==> config.mk <==
export PLATFORM = sky130hd
export DESIGN_NAME = eeg_wram_rd_sched_flat
export DESIGN_NICKNAME = d
export VERILOG_FILES = /design/src/rtl/eeg_wram_rd_sched_if.sv /design/src/rtl/eeg_wram_rd_sched.sv /design/src/flat_wrapper.sv
export SDC_FILE = /design/constraint.sdc
export NUM_CORES = 1
export LEC_CHECK = 0
export CAP_MARGIN = 5
export CORE_ASPECT_RATIO = 1.75
export CORE_UTILIZATION = 55
export DETAILED_ROUTE_END_ITERATION = 8
export DONT_BUFFER_PORTS = 1
export PLACE_DENSITY = 0.81
export SETUP_SLACK_MARGIN = 0.1
export SYNTH_ARGS = -nofsm -noshare
export SYNTH_HDL_FRONTEND = slang
export SYNTH_SLANG_ARGS = --single-unit
==> constraint.sdc <==
create_clock -name clk -period 7.3 [get_ports clk]
set_input_delay 1.095 -clock clk [delete_from_list [all_inputs] [get_ports clk]]
set_output_delay 1.095 -clock clk [all_outputs]
set_load 0.03 [all_outputs]
==> src/rtl/eeg_wram_rd_sched_if.sv <==
// Job, WRAM configuration, per-bank address and monitored data-return signals of the WRAM read scheduler.
// The master modport is the scheduler side. The slave modport is the job source plus the WRAM.
interface eeg_wram_rd_sched_if #(
   parameter int WRAM_CMD_DW = 6,
   parameter int WRAM_NUM_DW = 4,
   parameter int WRAM_ADD_AW = 13
);
   logic                                      JOB_VLD;
   logic                                      JOB_RDY;
   logic [WRAM_CMD_DW-1:0]                    JOB_CMD;
   logic [WRAM_NUM_DW-1:0]                    JOB_IDX;
   logic [WRAM_ADD_AW-1:0]                    JOB_BASE;
   logic [WRAM_ADD_AW-1:0]                    JOB_LEN;
   logic                                      JOB_DONE;
   logic                                      JOB_ERR;
   logic                                      IS_IDLE;
   logic                                      CFG_INFO_VLD;
   logic                                      CFG_INFO_RDY;
   logic [WRAM_CMD_DW-1:0]                    CFG_INFO_CMD;
   logic [WRAM_NUM_DW-1:0]                    CFG_WRAM_IDX;
   logic [WRAM_NUM_DW-1:0]                    ETOW_ADD_VLD;
   logic [WRAM_NUM_DW-1:0]                    ETOW_ADD_LST;
   logic [WRAM_NUM_DW-1:0]                    ETOW_ADD_RDY;
   logic [WRAM_NUM_DW-1:0][WRAM_ADD_AW-1:0]   ETOW_ADD_ADD;
   logic [WRAM_NUM_DW-1:0]                    WTOE_DAT_VLD;
   logic [WRAM_NUM_DW-1:0]                    WTOE_DAT_LST;
   logic [WRAM_NUM_DW-1:0]                    WTOE_DAT_RDY;

   modport master (
      input  JOB_VLD, JOB_CMD, JOB_IDX, JOB_BASE, JOB_LEN,
      input  CFG_INFO_RDY, ETOW_ADD_RDY,
      input  WTOE_DAT_VLD, WTOE_DAT_LST, WTOE_DAT_RDY,
      output JOB_RDY, JOB_DONE, JOB_ERR, IS_IDLE,
      output CFG_INFO_VLD, CFG_INFO_CMD, CFG_WRAM_IDX,
      output ETOW_ADD_VLD, ETOW_ADD_LST, ETOW_ADD_ADD
   );

   modport slave (
      output JOB_VLD, JOB_CMD, JOB_IDX, JOB_BASE, JOB_LEN,
      output CFG_INFO_RDY, ETOW_ADD_RDY,
      output WTOE_DAT_VLD, WTOE_DAT_LST, WTOE_DAT_RDY,
      input  JOB_RDY, JOB_DONE, JOB_ERR, IS_IDLE,
      input  CFG_INFO_VLD, CFG_INFO_CMD, CFG_WRAM_IDX,
      input  ETOW_ADD_VLD, ETOW_ADD_LST, ETOW_ADD_ADD
   );
endinterface

==> src/rtl/eeg_wram_rd_sched.sv <==
// WRAM read-job scheduler: one job at a time, CFG one cycle after accept, then per-bank address streams.
// A stalled bank holds only its own stream; completion waits on the monitored last-data of every selected bank.
module eeg_wram_rd_sched #(
   parameter int WRAM_CMD_DW = 6,
   parameter int WRAM_NUM_DW = 4,
   parameter int WRAM_ADD_AW = 13
) (
   input  logic                    clk,
   input  logic                    rst_n,
   eeg_wram_rd_sched_if.master     io_sch
);

   localparam logic [WRAM_CMD_DW-1:0] CMD_WTOA = WRAM_CMD_DW'(16);
   localparam logic [WRAM_CMD_DW-1:0] CMD_READ = WRAM_CMD_DW'(32);

   typedef enum logic [2:0] {S_IDLE, S_CFG, S_ADDR, S_WAIT, S_DONE} state_t;

   state_t                                    r_state;
   state_t                                    w_state_nxt;
   logic [WRAM_CMD_DW-1:0]                    r_cmd;
   logic [WRAM_NUM_DW-1:0]                    r_idx;
   logic [WRAM_ADD_AW-1:0]                    r_base;
   logic [WRAM_ADD_AW-1:0]                    r_len;
   logic [WRAM_NUM_DW-1:0][WRAM_ADD_AW-1:0]   r_cnt;
   logic [WRAM_NUM_DW-1:0]                    r_addr_done;
   logic [WRAM_NUM_DW-1:0]                    r_dat_done;
   logic                                      r_err;

   logic                                      w_job_hs;
   logic                                      w_job_ok;
   logic [WRAM_NUM_DW-1:0]                    w_add_vld;
   logic [WRAM_NUM_DW-1:0]                    w_add_lst;
   logic [WRAM_NUM_DW-1:0][WRAM_ADD_AW-1:0]   w_add_add;
   logic [WRAM_NUM_DW-1:0]                    w_dat_lst;

   assign w_job_hs  = io_sch.JOB_VLD & (r_state == S_IDLE);
   assign w_job_ok  = ((io_sch.JOB_CMD == CMD_WTOA) || (io_sch.JOB_CMD == CMD_READ)) && (|io_sch.JOB_IDX);
   // Unselected banks have addr_done preset, so they never raise VLD.
   assign w_add_vld = (r_state == S_ADDR) ? ~r_addr_done : '0;
   assign w_dat_lst = io_sch.WTOE_DAT_VLD & io_sch.WTOE_DAT_RDY & io_sch.WTOE_DAT_LST & r_idx;

   always_comb begin
      w_add_add = '0;
      w_add_lst = '0;
      for (int b = 0; b < WRAM_NUM_DW; b++) begin
         w_add_add[b] = r_base + r_cnt[b];
         w_add_lst[b] = w_add_vld[b] & (r_cnt[b] == r_len);
      end
   end

   always_comb begin
      w_state_nxt = r_state;
      case (r_state)
         S_IDLE:  if (w_job_hs && w_job_ok)  w_state_nxt = S_CFG;
         S_CFG:   if (io_sch.CFG_INFO_RDY)   w_state_nxt = S_ADDR;
         S_ADDR:  if (&r_addr_done)          w_state_nxt = S_WAIT;
         S_WAIT:  if (&r_dat_done)           w_state_nxt = S_DONE;
         S_DONE:                             w_state_nxt = S_IDLE;
         default:                            w_state_nxt = S_IDLE;
      endcase
   end

   always_ff @(posedge clk or negedge rst_n) begin
      if (!rst_n) r_state <= S_IDLE;
      else        r_state <= w_state_nxt;
   end

   always_ff @(posedge clk or negedge rst_n) begin
      if (!rst_n) begin
         r_cmd       <= '0;
         r_idx       <= '0;
         r_base      <= '0;
         r_len       <= '0;
         r_cnt       <= '0;
         r_addr_done <= '0;
         r_dat_done  <= '0;
         r_err       <= 1'b0;
      end else begin
         r_err <= w_job_hs & ~w_job_ok;
         if (w_job_hs) begin
            r_cmd       <= io_sch.JOB_CMD;
            r_idx       <= io_sch.JOB_IDX;
            r_base      <= io_sch.JOB_BASE;
            r_len       <= io_sch.JOB_LEN;
            r_cnt       <= '0;
            r_addr_done <= ~io_sch.JOB_IDX;
            r_dat_done  <= ~io_sch.JOB_IDX;
         end else begin
            for (int b = 0; b < WRAM_NUM_DW; b++) begin
               if (w_add_vld[b] && io_sch.ETOW_ADD_RDY[b]) begin
                  r_cnt[b] <= r_cnt[b] + WRAM_ADD_AW'(1);
                  if (w_add_lst[b]) r_addr_done[b] <= 1'b1;
               end
            end
            // Data can overtake the last address, so returns are watched from ADDR onward.
            if ((r_state == S_ADDR) || (r_state == S_WAIT))
               r_dat_done <= r_dat_done | w_dat_lst;
         end
      end
   end

   assign io_sch.JOB_RDY      = (r_state == S_IDLE);
   assign io_sch.IS_IDLE      = (r_state == S_IDLE);
   assign io_sch.JOB_DONE     = (r_state == S_DONE);
   assign io_sch.JOB_ERR      = r_err;
   assign io_sch.CFG_INFO_VLD = (r_state == S_CFG);
   assign io_sch.CFG_INFO_CMD = r_cmd;
   assign io_sch.CFG_WRAM_IDX = r_idx;
   assign io_sch.ETOW_ADD_VLD = w_add_vld;
   assign io_sch.ETOW_ADD_LST = w_add_lst;
   assign io_sch.ETOW_ADD_ADD = w_add_add;

endmodule

==> src/flat_wrapper.sv <==
// flat-port wrapper written by rule: the top's interface ports become plain ports
module eeg_wram_rd_sched_flat 
#(
   parameter int WRAM_CMD_DW = 6,
   parameter int WRAM_NUM_DW = 4,
   parameter int WRAM_ADD_AW = 13
)
  (clk, rst_n, io_sch_JOB_VLD, io_sch_JOB_CMD, io_sch_JOB_IDX, io_sch_JOB_BASE, io_sch_JOB_LEN, io_sch_CFG_INFO_RDY, io_sch_ETOW_ADD_RDY, io_sch_WTOE_DAT_VLD, io_sch_WTOE_DAT_LST, io_sch_WTOE_DAT_RDY, io_sch_JOB_RDY, io_sch_JOB_DONE, io_sch_JOB_ERR, io_sch_IS_IDLE, io_sch_CFG_INFO_VLD, io_sch_CFG_INFO_CMD, io_sch_CFG_WRAM_IDX, io_sch_ETOW_ADD_VLD, io_sch_ETOW_ADD_LST, io_sch_ETOW_ADD_ADD);
  eeg_wram_rd_sched_if #(.WRAM_CMD_DW(WRAM_CMD_DW), .WRAM_NUM_DW(WRAM_NUM_DW), .WRAM_ADD_AW(WRAM_ADD_AW)) io_sch_i ();
  input  logic clk;
  input  logic rst_n;
  input wire logic [$bits(io_sch_i.JOB_VLD)-1:0] io_sch_JOB_VLD;
  input wire logic [$bits(io_sch_i.JOB_CMD)-1:0] io_sch_JOB_CMD;
  input wire logic [$bits(io_sch_i.JOB_IDX)-1:0] io_sch_JOB_IDX;
  input wire logic [$bits(io_sch_i.JOB_BASE)-1:0] io_sch_JOB_BASE;
  input wire logic [$bits(io_sch_i.JOB_LEN)-1:0] io_sch_JOB_LEN;
  input wire logic [$bits(io_sch_i.CFG_INFO_RDY)-1:0] io_sch_CFG_INFO_RDY;
  input wire logic [$bits(io_sch_i.ETOW_ADD_RDY)-1:0] io_sch_ETOW_ADD_RDY;
  input wire logic [$bits(io_sch_i.WTOE_DAT_VLD)-1:0] io_sch_WTOE_DAT_VLD;
  input wire logic [$bits(io_sch_i.WTOE_DAT_LST)-1:0] io_sch_WTOE_DAT_LST;
  input wire logic [$bits(io_sch_i.WTOE_DAT_RDY)-1:0] io_sch_WTOE_DAT_RDY;
  output wire logic [$bits(io_sch_i.JOB_RDY)-1:0] io_sch_JOB_RDY;
  output wire logic [$bits(io_sch_i.JOB_DONE)-1:0] io_sch_JOB_DONE;
  output wire logic [$bits(io_sch_i.JOB_ERR)-1:0] io_sch_JOB_ERR;
  output wire logic [$bits(io_sch_i.IS_IDLE)-1:0] io_sch_IS_IDLE;
  output wire logic [$bits(io_sch_i.CFG_INFO_VLD)-1:0] io_sch_CFG_INFO_VLD;
  output wire logic [$bits(io_sch_i.CFG_INFO_CMD)-1:0] io_sch_CFG_INFO_CMD;
  output wire logic [$bits(io_sch_i.CFG_WRAM_IDX)-1:0] io_sch_CFG_WRAM_IDX;
  output wire logic [$bits(io_sch_i.ETOW_ADD_VLD)-1:0] io_sch_ETOW_ADD_VLD;
  output wire logic [$bits(io_sch_i.ETOW_ADD_LST)-1:0] io_sch_ETOW_ADD_LST;
  output wire logic [$bits(io_sch_i.ETOW_ADD_ADD)-1:0] io_sch_ETOW_ADD_ADD;
  assign io_sch_i.JOB_VLD = io_sch_JOB_VLD;
  assign io_sch_i.JOB_CMD = io_sch_JOB_CMD;
  assign io_sch_i.JOB_IDX = io_sch_JOB_IDX;
  assign io_sch_i.JOB_BASE = io_sch_JOB_BASE;
  assign io_sch_i.JOB_LEN = io_sch_JOB_LEN;
  assign io_sch_i.CFG_INFO_RDY = io_sch_CFG_INFO_RDY;
  assign io_sch_i.ETOW_ADD_RDY = io_sch_ETOW_ADD_RDY;
  assign io_sch_i.WTOE_DAT_VLD = io_sch_WTOE_DAT_VLD;
  assign io_sch_i.WTOE_DAT_LST = io_sch_WTOE_DAT_LST;
  assign io_sch_i.WTOE_DAT_RDY = io_sch_WTOE_DAT_RDY;
  assign io_sch_JOB_RDY = io_sch_i.JOB_RDY;
  assign io_sch_JOB_DONE = io_sch_i.JOB_DONE;
  assign io_sch_JOB_ERR = io_sch_i.JOB_ERR;
  assign io_sch_IS_IDLE = io_sch_i.IS_IDLE;
  assign io_sch_CFG_INFO_VLD = io_sch_i.CFG_INFO_VLD;
  assign io_sch_CFG_INFO_CMD = io_sch_i.CFG_INFO_CMD;
  assign io_sch_CFG_WRAM_IDX = io_sch_i.CFG_WRAM_IDX;
  assign io_sch_ETOW_ADD_VLD = io_sch_i.ETOW_ADD_VLD;
  assign io_sch_ETOW_ADD_LST = io_sch_i.ETOW_ADD_LST;
  assign io_sch_ETOW_ADD_ADD = io_sch_i.ETOW_ADD_ADD;
  eeg_wram_rd_sched #(.WRAM_CMD_DW(WRAM_CMD_DW), .WRAM_NUM_DW(WRAM_NUM_DW), .WRAM_ADD_AW(WRAM_ADD_AW)) u_core (.clk(clk), .rst_n(rst_n), .io_sch(io_sch_i));
endmodule
==> results of run 1 <==
==> flip-flops by register name (all words and copies together) (netlist names) <==
| register | flops |
|---|---|
| u_core.io_sch.JOB_ERR | 1 |
| u_core.io_sch.CFG_INFO_CMD | 6 |
| u_core.r_addr_done | 4 |
| u_core.io_sch.CFG_WRAM_IDX | 4 |
| u_core.r_base | 13 |
| u_core.r_dat_done | 4 |
| u_core.r_cnt | 52 |
| u_core.r_state | 3 |
| u_core.r_len | 13 |
==> path summary, 6_finish.rpt <==
kind / slack, ns / endpoint / cells past startpoint
max: 3.01 / io_sch_ETOW_ADD_LST[2] / 4
max in group asynchronous: 6.72 / u_core.r_cnt[5]$_DFFE_PN0P_ / 0
min reg2reg: 0.54 / u_core.r_dat_done[2]$_DFFE_PN0P_ / 2
min: 0.44 / u_core.io_sch.CFG_WRAM_IDX[2]$_DFFE_PN0N_ / 0
max reg2reg: 3.88 / u_core.r_addr_done[2]$_DFFE_PN0P_ / 6
min in group clk: 0.54 / u_core.r_dat_done[2]$_DFFE_PN0P_ / 2
==> Yosys cell counts (4+ instances only) <==
cell type,count
nand2_1,150
buf_1,5
nor2_1,83
dfrtp_1,100
nand4_1,29
mux2i_1,4
nor4_1,7
xnor2_1,78
inv_1,7
nor3b_1,6
xor2_1,65
nand2b_1,6
nor2b_1,5
clkbuf_1,30
ha_1,52
a211oi_1,7
a21oi_1,47
nor3_1,15
and3_1,8
fa_1,4
o21ai_0,22
o21bai_1,4
nand3_1,32
a21o_1,11
==> cells in the final DEF, fill, tap and decap left out, types with 5 or more instances in the layout <==
cell type,netlist,final
nand2b_1,6,6
a21oi_1,47,47
xnor2_1,78,78
inv_1,7,7
dfrtp_1,100,100
nand4_1,29,29
nor3_1,15,14
clkbuf_16,0,9
o21ai_0,22,22
ha_1,52,52
nand3_1,32,32
a211oi_1,7,7
nor2_1,83,83
a21o_1,11,11
nor4_1,7,7
nor2b_1,5,5
and3_1,8,8
nand2_1,150,150
xor2_1,65,65
nor3b_1,6,6
==> where the power goes <==
group          switching (uW)  total [uW]  leakage (uW)  internal (uW)
registers                 359        1050       0.00131            689
logic                     951        1380       0.00211            427
clock network             229         468      0.000136            239
total                    1540        2890       0.00356           1350
==> cells by family after synthesis <==
family          Yosys count
xor+xnor                143
mux                       5
buf+inv                  48
fa+ha+maj                56
flops                   100
simple gates            364
compound gates          110
==> final cells by class <==
| type | count | area, sq um |
|---|---|---|
| clock buffers | 9 | 225 |
| multi-input cells | 678 | 4390 |
| flip-flops and latches | 100 | 2500 |
| repair buffers | 2 | 15.0 |
| clock inverters | 7 | 66.3 |
| fillers | 1121 | 5060 |
| well taps | 168 | 210 |
| inverters | 7 | 26.3 |
==> worst max-delay path, cell delays in order (launching register included) <==
cell     delay (ns)
dfrtp_1        0.54
or3b_1         0.59
nor2_1         0.61
nand3_1        0.14
nor3_1         0.97
==> stage by stage <==
step	power, uW	cells	instance area [sq um]	hold slack, ns	util, %
after floorplan	2120	826	7090	0.494	-
final	2890	971	7440	0.443	59.5
after detailed placement	2420	955	7140	0.530	57.2
after CTS	2900	971	7440	0.429	59.5
after global routing	3050	971	7440	0.423	59.5
after global placement	2400	955	7140	0.509	57.2
==> routing by layer <==
| layer | GRT usage, % | vias up |
|---|---|---|
| met1 | 32.7 | 2813 |
| met5 | 0 | - |
| met3 | 7.58 | 45 |
| met4 | 16.5 | 0 |
| met2 | 48.9 | 196 |
| li1 | - | 2763 |
==> impl_metrics.ini, run 1 <==
[sta]
min_period_ns = 4.29
layout_worst_path_cycle_share_pct = 58.7
grt_setup_unrepaired = no
setup_total_negative_slack_ns = 0
finClkSkew_ns = 0.0110
fmaxAchievable_ghz = 0.233
worstMarginPinSlew_ns = 1.17
worst_slew_margin_rel_pct = 21.1
report.final.slew_viol_count = 0
final-hold-violation-count = 0
finalSetupViolCount = 0
finalWorstSetupSlack_ns = 3.01

[finish]
drive_above_1_share_pct = 3.49
areaGrowthSynthToFinish_pct = 4.83
final_nets = 910
antennaDiodeCount = 0

[synthesis]
post_syn_area_per_cell_sq_um = 8.59
share_of_the_yosys_chip_area_belonging_to_registers_pct = 35.3
synthSimpleGateAreaFrac_pct = 23.7
synth_xor_area_share_pct = 17.7
synthFlopType = dfrtp_1
yosysWarningCount = 0
synth_compound_area_share_pct = 9.38
syn-num-nets = 938
yosysTopAreaCell = dfrtp_1
synth_top_cells_by_area = dfrtp_1 (35%), xnor2_1 (9.6%), ha_1 (9.2%)
synth-adder-area-share_pct = 10.3
edff_count_synth = 0
async_flop_share_pct = 100
synth.mux.area_fraction_pct = 0.723
synth_top_cell_area_share_pct = 35.3
synth_area_sq_um = 7090
synthDistinctLibCells = 55
synth_cells = 826
ys_ff_latch = 100
synth_top_family_by_area = simple AND/OR/NAND/NOR gates

[routing]
met2_wirelength_mm = 9.39
vias_per_cell = 5.99
routed-via-count = 5817
post-route-drc-count = 0
route.top_layer_used = met4
drt_first_pass_iters = 5
detail_route.iter0.violations = 365
wl_per_cell_um = 19.2
route.final.wire_length_mm = 18.6
final_antenna_net_count = 0
routed-wl-met3_mm = 1.30
met1_routed_length_mm = 6.92

[setup_path]
cp-end-kind = primary output
reg2reg_from = u_core.r_state[1]$_DFFE_PN0P_
setup.worst_path.class = reg2out
critical_path.max_fanout = 11
worstSetupStartpointType = flip-flop
worst_ep_required_time_ns = 6.20
critical_path.startpoint = u_core.r_state[1]$_DFFE_PN0P_
critPathArrivalTime_ns = 3.19

[cts]
cts_hold_buffers = 0
cts-root-buf = clkbuf_16
postCtsSetupBuffers = 0
cts_max_path_buffers = 2
cts_inserted_buffers = 9
clock_sink_count = 100
cts_tree = done
clkSlewWorstSetupHoldPaths_ns = 0.07
insertion_delay_to_the_later_sink_of_the_worst_skew_pair_ns = 0.35
h_tree_lvl_count = 3
post_cts_resize_count = 0

[place]
finalWeightedCongestion = 0.932
buffer_ports.inserted = 0
place.detailed.hpwl_mm = 14.0
pre_cts_slack_ns = 3.43

[hold_path]
hold_class = in2async

[floorplan]
initial_core_util_pct = 56.7
chipWidth_um = 87.8
core.rowCount = 54
die_area_sq_um = 13400
ios = 131
fp.dieH_um = 152
fp.coreArea_sq_um = 12500

[power_and_ir_drop]
leakagePower_uw = 0.00356
vdd_ir_drop_max_uv = 340
p_per_area_nw_per_um2 = 389

[grt]
grt_antenna_before_repair = 0
vias_in_the_first_global_route = 5681
grt_start_max_net_pins = 101
grt_overflow_total = 0
global_route_wire_length_before_repair_mm = 29.2
track_usage_pct = 29.2

[job]
max-cap-violations = 0

[outcome]
run_status = finished clean
No activity file was read; power rests on OpenSTA's default activity.
==> run 2: changes to the inputs <==
- clock period: 7.3 -> 4.06 ns (I/O delays scaled with it)
==> impl_metrics.ini, run 2 (synthesis results as in run 1) <==
[job]
max-cap-violations = 0

[cts]
cts-root-buf = clkbuf_16
h_tree_lvl_count = 3
cts_inserted_buffers = 9
insertion_delay_to_the_later_sink_of_the_worst_skew_pair_ns = 0.36
postCtsSetupBuffers = 0
clock_sink_count = 100
clkSlewWorstSetupHoldPaths_ns = 0.07
cts_max_path_buffers = 2
cts_tree = done

[finish]
mostFrequentLayoutCell = nand2_1
reg_top3 = u_core.r_cnt (52), u_core.r_base (13), u_core.r_len (13)
drive_above_1_share_pct = 4.79
antennaDiodeCount = 0
final_nets = 921
mostFrequentLayoutCells = nand2_1 (150), dfrtp_1 (100), nor2_1 (83), xnor2_1 (78), xor2_1 (65)
final_cell_area_sq_um = 7560
areaGrowthSynthToFinish_pct = 6.61
register_ranked_first_by_flip_flop_count = u_core.r_cnt
largest_register_ff_count = 52

[sta]
finClkSkew_ns = 0.00730
layout_worst_path_cycle_share_pct = 93.1
finalSetupViolCount = 0
final-hold-violation-count = 0
report.final.slew_viol_count = 0
grt_setup_unrepaired = no
fmaxAchievable_ghz = 0.265
finalWorstSetupSlack_ns = 0.281
worst_slew_margin_rel_pct = 26.1
setup_total_negative_slack_ns = 0
worstMarginPinSlew_ns = 1.11
min_period_ns = 3.78
hold-worst-slack_ns = 0.185

[setup_path]
cp-end-kind = primary output
cpMostUsedCell = a21oi_1
crit_chain = ha_1, fa_1, a21oi_1, o211ai_1, a2111o_1, a31o_2, a21oi_1, xnor2_1
worstSetupStartpointType = flip-flop
critical_path.slowest_cell = dfrtp_1
cp_slowest_stage_delay_ns = 0.45
setup.worst_path.class = reg2out
critPathArrivalTime_ns = 3.17
worst_ep_required_time_ns = 3.45
critical_path.max_fanout = 5

[hold_path]
hold_class = in2async

[floorplan]
fp.coreArea_sq_um = 12500
initial_core_util_pct = 56.7
die_area_sq_um = 13400
core.rowCount = 54
chipWidth_um = 87.8
fp.dieH_um = 152
ios = 131

[grt]
grt_antenna_before_repair = 0
vias_in_the_first_global_route = 6052
global_route_wire_length_before_repair_mm = 30.5
grt_overflow_total = 0
track_usage_pct = 30.3
grt_start_max_net_pins = 104

[power_and_ir_drop]
totalPowerFinal_uw = 5380
vdd_ir_drop_max_uv = 724
p_per_area_nw_per_um2 = 712
leakagePower_uw = 0.00364

[place]
finalWeightedCongestion = 0.945
buffer_ports.inserted = 0
pre_cts_slack_ns = 0.739
place.detailed.hpwl_mm = 14.3
dpl_cell_area_sq_um = 7220

[routing]
vias_per_cell = 6.04
drt_first_pass_iters = 5
post-route-drc-count = 0
detail_route.iter0.violations = 377
wl_per_cell_um = 19.7
routed-via-count = 5928
route.final.wire_length_mm = 19.3
final_antenna_net_count = 0

[outcome]
run_status = finished clean
run 2: worst max-delay path, delay by kind of cell (launching register included):
kind	cells	cell delay (ns)
adder cells (fa/ha/maj)	2	0.67
flip-flops	1	0.45
AO/OA/AOI/OAI	5	1.29
XOR/XNOR	1	0.41
run 2: power breakdown:
group | internal [uW] | switching (uW)
Sequential | 1240 | 636
Combinational | 814 | 1770
Clock | 497 | 428
Total | 2550 | 2830
run 2: path summary, 6_finish.rpt:
kind / endpoint / startpoint / depth (start not counted) / slack [ns]
setup / recovery: io_sch_ETOW_ADD_ADD[23] / u_core.r_cnt[13]$_DFFE_PN0P_ / 8 / 0.28
hold / removal: u_core.r_cnt[39]$_DFFE_PN0P_ / rst_n / 1 / 0.18
setup reg to reg: u_core.r_cnt[37]$_DFFE_PN0P_ / u_core.r_state[1]$_DFFE_PN0P_ / 6 / 1.28
hold reg to reg: u_core.r_cnt[51]$_DFFE_PN0P_ / u_core.r_cnt[51]$_DFFE_PN0P_ / 1 / 0.55
max in group asynchronous: u_core.r_len[5]$_DFFE_PN0N_ / rst_n / 1 / 3.50
min in group clk: u_core.r_addr_done[0]$_DFFE_PN0P_ / io_sch_JOB_IDX[0] / 1 / 0.33
run 2: what timing repair did:
action                                 4_1_cts  5_1_grt
endpoints found under the hold margin      100        0
hold buffers                                 1        0
gates resized for setup                      0        0
run 2: metrics by stage:
| step | instances | util (%) |
|---|---|---|
| floorplan | 826 | - |
| global placement | 965 | 57.8 |
| detailed placement | 965 | 57.8 |
| CTS | 982 | 60.5 |
| global route | 982 | 60.5 |
| finish | 982 | 60.5 |
run 2: metal layers:
metal  share of wire, %  routed length [um]  up-vias  GRT usage (%)
met2                 49                9520      283           50.7
met1                 36                6870     2773           32.7
met5                  0                   0        -              0
met4                7.5                1450        0           20.4
met3                7.8                1500       81           7.53
li1                   -                   -     2791              -
run 2: final cells by class:
type	instances	area [sq um]
well taps	168	210
fillers	1079	4940
repair buffers	13	118
multi-input cells	678	4390
clock buffers	9	225
clock inverters	7	90.1
flip-flops and latches	100	2500
inverters	7	26.3
